==> config.mk <==
export PLATFORM = sky130hd
export DESIGN_NAME = pipe_skid_buffer
export DESIGN_NICKNAME = d
export VERILOG_FILES = /design/src/rtl/pipe_pkg.sv /design/src/rtl/pipe_skid_ctrl.sv /design/src/rtl/pipe_skid_buffer.sv
export SDC_FILE = /design/constraint.sdc
export NUM_CORES = 1
export LEC_CHECK = 0
export ABC_AREA = 1
export CAP_MARGIN = 30
export CELL_PAD_IN_SITES_DETAIL_PLACEMENT = 1
export CELL_PAD_IN_SITES_GLOBAL_PLACEMENT = 1
export CORE_MARGIN = 5
export CORE_UTILIZATION = 34
export CTS_BUF_LIST = sky130_fd_sc_hd__clkbuf_16
export CTS_CLUSTER_DIAMETER = 200
export CTS_CLUSTER_SIZE = 14
export DETAILED_ROUTE_END_ITERATION = 10
export GPL_ROUTABILITY_DRIVEN = 0
export GPL_TIMING_DRIVEN = 0
export HOLD_SLACK_MARGIN = 0.12
export PLACE_DENSITY_LB_ADDON = 0.3
export SLEW_MARGIN = 25
export SYNTH_ARGS = -nofsm -noshare
export SYNTH_HDL_FRONTEND = slang
export SYNTH_SLANG_ARGS = --single-unit
export TNS_END_PERCENT = 100
==> constraint.sdc <==
create_clock -name clk -period 1.6 [get_ports clk]
set_clock_uncertainty 0.2 [all_clocks]
set_input_delay 0.32 -clock clk [delete_from_list [all_inputs] [get_ports clk]]
set_output_delay 0.32 -clock clk [all_outputs]
set_load 0.05 [all_outputs]
==> src/rtl/pipe_pkg.sv <==
// Shared types and constants for the pipeline skid-buffer slice.
package pipe_pkg;

    localparam int unsigned OCC_W = 2;

    typedef enum logic [1:0] {
        EMPTY = 2'b00,
        BUSY  = 2'b01,
        FULL  = 2'b10
    } skid_state_e;

    function automatic logic [OCC_W-1:0] occ_of(input skid_state_e st);
        case (st)
            BUSY:    occ_of = 2'd1;
            FULL:    occ_of = 2'd2;
            default: occ_of = 2'd0;
        endcase
    endfunction

endpackage

==> src/rtl/pipe_skid_ctrl.sv <==
// Occupancy FSM for the skid buffer: registered handshake outputs plus
// the data-register load enables used in the same cycle.
module pipe_skid_ctrl
    import pipe_pkg::*;
(
    input  logic             clk,
    input  logic             rst,
    input  logic             flush,
    input  logic             s_valid,
    input  logic             m_ready,
    output logic             main_ld,
    output logic             skid_ld,
    output logic             sel_skid,
    output logic             m_valid,
    output logic             s_ready,
    output logic [OCC_W-1:0] occupancy
);

    skid_state_e state;
    skid_state_e state_nxt;
    logic        s_fire;
    logic        m_fire;

    // Load enables are suppressed under rst/flush so the data regs keep their value.
    always_comb begin
        s_fire    = s_valid & s_ready;
        m_fire    = m_valid & m_ready;
        main_ld   = 1'b0;
        skid_ld   = 1'b0;
        sel_skid  = 1'b0;
        state_nxt = state;
        case (state)
            EMPTY: begin
                if (s_fire) begin
                    main_ld   = 1'b1;
                    state_nxt = BUSY;
                end
            end
            BUSY: begin
                if (s_fire && !m_fire) begin
                    skid_ld   = 1'b1;
                    state_nxt = FULL;
                end else if (!s_fire && m_fire) begin
                    state_nxt = EMPTY;
                end else if (s_fire && m_fire) begin
                    main_ld   = 1'b1;
                end
            end
            FULL: begin
                if (m_fire) begin
                    main_ld   = 1'b1;
                    sel_skid  = 1'b1;
                    state_nxt = BUSY;
                end
            end
            default: state_nxt = EMPTY;
        endcase
        if (rst || flush) begin
            main_ld = 1'b0;
            skid_ld = 1'b0;
        end
    end

    always_ff @(posedge clk) begin
        if (rst || flush) begin
            state     <= EMPTY;
            m_valid   <= 1'b0;
            s_ready   <= 1'b1;
            occupancy <= '0;
        end else begin
            state     <= state_nxt;
            m_valid   <= (state_nxt != EMPTY);
            s_ready   <= (state_nxt != FULL);
            occupancy <= occ_of(state_nxt);
        end
    end

endmodule

==> src/rtl/pipe_skid_buffer.sv <==
// Two-entry valid/ready register slice: main register drives m_data, skid
// register absorbs the one beat in flight when downstream stalls.
module pipe_skid_buffer
    import pipe_pkg::*;
#(
    parameter int unsigned WIDTH = 32
) (
    input  logic             clk,
    input  logic             rst,
    input  logic             flush,
    input  logic             s_valid,
    output logic             s_ready,
    input  logic [WIDTH-1:0] s_data,
    output logic             m_valid,
    input  logic             m_ready,
    output logic [WIDTH-1:0] m_data,
    output logic [OCC_W-1:0] occupancy
);

    logic             main_ld;
    logic             skid_ld;
    logic             sel_skid;
    logic [WIDTH-1:0] main_q;
    logic [WIDTH-1:0] skid_q;

    pipe_skid_ctrl u_ctrl (
        .clk       (clk),
        .rst       (rst),
        .flush     (flush),
        .s_valid   (s_valid),
        .m_ready   (m_ready),
        .main_ld   (main_ld),
        .skid_ld   (skid_ld),
        .sel_skid  (sel_skid),
        .m_valid   (m_valid),
        .s_ready   (s_ready),
        .occupancy (occupancy)
    );

    always_ff @(posedge clk) begin
        if (rst) begin
            main_q <= '0;
            skid_q <= '0;
        end else begin
            if (main_ld) main_q <= sel_skid ? skid_q : s_data;
            if (skid_ld) skid_q <= s_data;
        end
    end

    assign m_data = main_q;

endmodule

==> metrics <==
status finished, final reports clean; synthesized netlist cell count between 400 and 500; largest family of logic cells by synthesized area simple AND/OR/NAND/NOR gates; Hold Crit Start skid_q[5]; max-cap viol count 0; internal power 3.28 mW; Hold Crit Endpoint skid_q[5]; end of the worst register-to-register path skid_q[1]; Final setup viols 0; post-synthesis sequential area ratio between 40% and 50%; Logic pwr share 16.0%; CP required between 1 and 1.5 ns; Seq cells post-synth 70; slowest CP cell clkdlybuf4s15_2; crit path capture type output pin; # hold bufs at CTS 0; Worst-path clk slew roughly 0.060 ns; gr usage total 18.5%; worst slack, placed -0.608 ns; global-route wire length before repair approximately 17000 um; Worst EP arrival between 1 and 1.5 ns; largest net degree at the start of global routing 13; area share of xor/xnor cells in the synthesized design 0%; cell family with most CP delay buffers and inverters; number of antenna violations at the first check in global routing 0; Sequential Power Share approximately two fifths; Compound-Gate Fraction of Synth Area less than 1%; die area roughly 11000 sq um; top cell type by total area after synthesis dfxtp_1; drt initial violations 79; Initial DRT Pass Iterations 4; Synth cell types 15; Rows 35; Synth Area in Adders 0%; Final WS setup 0.0271 ns; DRC 0; final hold slack ~0.26 ns; CP Launch Type flip-flop; Worst-Margin Slew between 0.2 and 0.3 ns; minimum clock period approximately 1.6 ns; Die Height 106 um; Net Switching 1.23 mW; R2R Path Start u_ctrl.state[1]; leakage about 2.4 nW; Yosys top cell area share around 45%; simple-gate share of the synthesized area about 45%; Final #Nets 619; commonest non-fill, non-tap cells in the layout nand2_1, nand3_1, dfxtp_1; die width 106 um; commonest non-fill, non-tap cell in the layout nand2_1; final global-route overflow total 0; Layout Cells excl Fill between 600 and 700; clock latency on the worst-skew pair roughly 0.33 ns; # IOs 73; Reg area approximately 1400 sq um; RSZ-0062 raised after global routing true; initial core utilization between 30% and 40%; Clock Path Buffers 2; Port Buffer Count between 70 and 80; final cycle utilization of the critical path 98.3%; DP Area between 3000 and 4000 sq um; CP Buf/Inv Count 1; Post-DRT Antenna Nets 0; vias per cell approximately 4.8; sequence of cells on the critical path clkdlybuf4s15_2; Max-Slew Margin vs Limit between 80% and 90%; CP peak stage delay around 0.38 ns; routed len/inst about 15 um; syn nets 517; largest cells by area after synthesis dfxtp_1, nand2_1, nand3_1; H-tree Lvls 3; type of the worst min-delay path reg2reg; # diodes 0; fin. max-slew vios 0; Cell Area, Synth around 3100 sq um; core box area between 9000 and 10000 sq um; layout cells sized above 1 22.3%; multiplexer share of the synthesized area 0%; yosys warns 0; area added between synthesis and finish 52.1%; Sink Count 70; Hold Crit Depth 2; CTS buffer count 9; fillers between 1000 and 1500; Peak supply drop around 0.00055 V; Finished Cell Area ~4700 sq um; FMAX between 600 and 700 MHz; CTS tree yes; critical path class reg2out; CP max FO 2; vias 3350; final WL 10200 um; setup slack, reg-to-reg roughly 0.040 ns; Inst Count DP 663; Register-to-Register Path Depth 8; power density over cell area roughly 950 nW/um^2; Multi-input gate area between 1500 and 2000 sq um; Root Driver clkbuf_16; net switching fraction of the power roughly 27%; Detailed Place HPWL between 6000 and 7000 um; Clock power frac between 40% and 50%; Final Hold Fails 0; syn_area_per_cell around 6.5 sq um; number of global-route vias before repair around 3400
-- sequential cells by signal, summed over array words and instances, names as in the netlist --
| signal | count |
|---|---|
| skid_q | 32 |
| u_ctrl.m_valid | 1 |
| u_ctrl.state | 2 |
| m_data | 32 |
| u_ctrl.occupancy | 2 |
| u_ctrl.s_ready | 1 |
-- per-layer routing --
metal  track usage, %  wire, um  share of wire, %
met3             3.61       324               3.2
met2             32.2      5130                50
met4             5.64       125               1.2
met1             23.0      4590                45
met5                0         0                 0
-- cells in the mapped netlist --
master	instances
dfxtp_1	70
buf_1	4
clkbuf_1	14
nor2_4	1
nand2_1	168
buf_6	3
o21ai_0	2
nor2_1	69
inv_1	37
inv_2	2
nand2_4	1
nand3_1	96
buf_2	9
nor2_2	2
nand2_2	2
-- cells by family (layout without fill, tap and decap cells) --
logic type,after synthesis,after routing
simple gates,339,340
flops,70,70
buf+inv,69,175
compound gates,2,2
-- worst max path at each step --
stage	startpoint	to	slack, ns	cells after the start
floorplan	u_ctrl.s_ready	skid_q[10]	0.06	8
global placement	rst	m_data[0]	-0.59	6
detailed placement	s_valid	skid_q[22]	-0.61	9
CTS	u_ctrl.s_ready	skid_q[2]	0.007	7
global route	u_ctrl.state[1]	skid_q[28]	-0.04	8
finish	u_ctrl.m_valid	m_valid	0.03	1
-- power by group through the flow --
stage | clock network, mW | logic, mW | registers [mW]
CTS | 2.00 | 0.706 | 1.83
floorplan | 0 | 0.208 | 2.03
global placement | 0 | 0.624 | 1.87
finish | 1.96 | 0.722 | 1.83
detailed placement | 0 | 0.635 | 1.87
global route | 2.08 | 0.780 | 1.84
-- metrics by stage --
step	utilization [%]	power, mW	setup TNS (ns)
final	52.1	4.51	0
after global routing	52.1	4.70	-0.793
after CTS	51.2	4.54	0
after detailed placement	43.8	2.50	-37.49
after global placement	43.8	2.49	-35.20
after floorplan	-	2.24	0
-- area by class of cell --
type | instances | area share, %
multi-input cells | 342 | 33.0
repair buffers | 93 | 20.5
well taps | 111 | 2.93
clock inverters | 7 | 1.34
inverters | 39 | 3.14
flip-flops and latches | 70 | 29.7
plain buffers | 27 | 4.61
clock buffers | 9 | 4.74
-- timing repair --
item | CTS | global route
pin swaps | 13 | 10
buffers inserted | 14 | 5
endpoints found under the setup margin | 100 | 67
gates cloned | 3 | 0
gates resized for setup | 160 | 45
(Power assumes the default switching activity.)
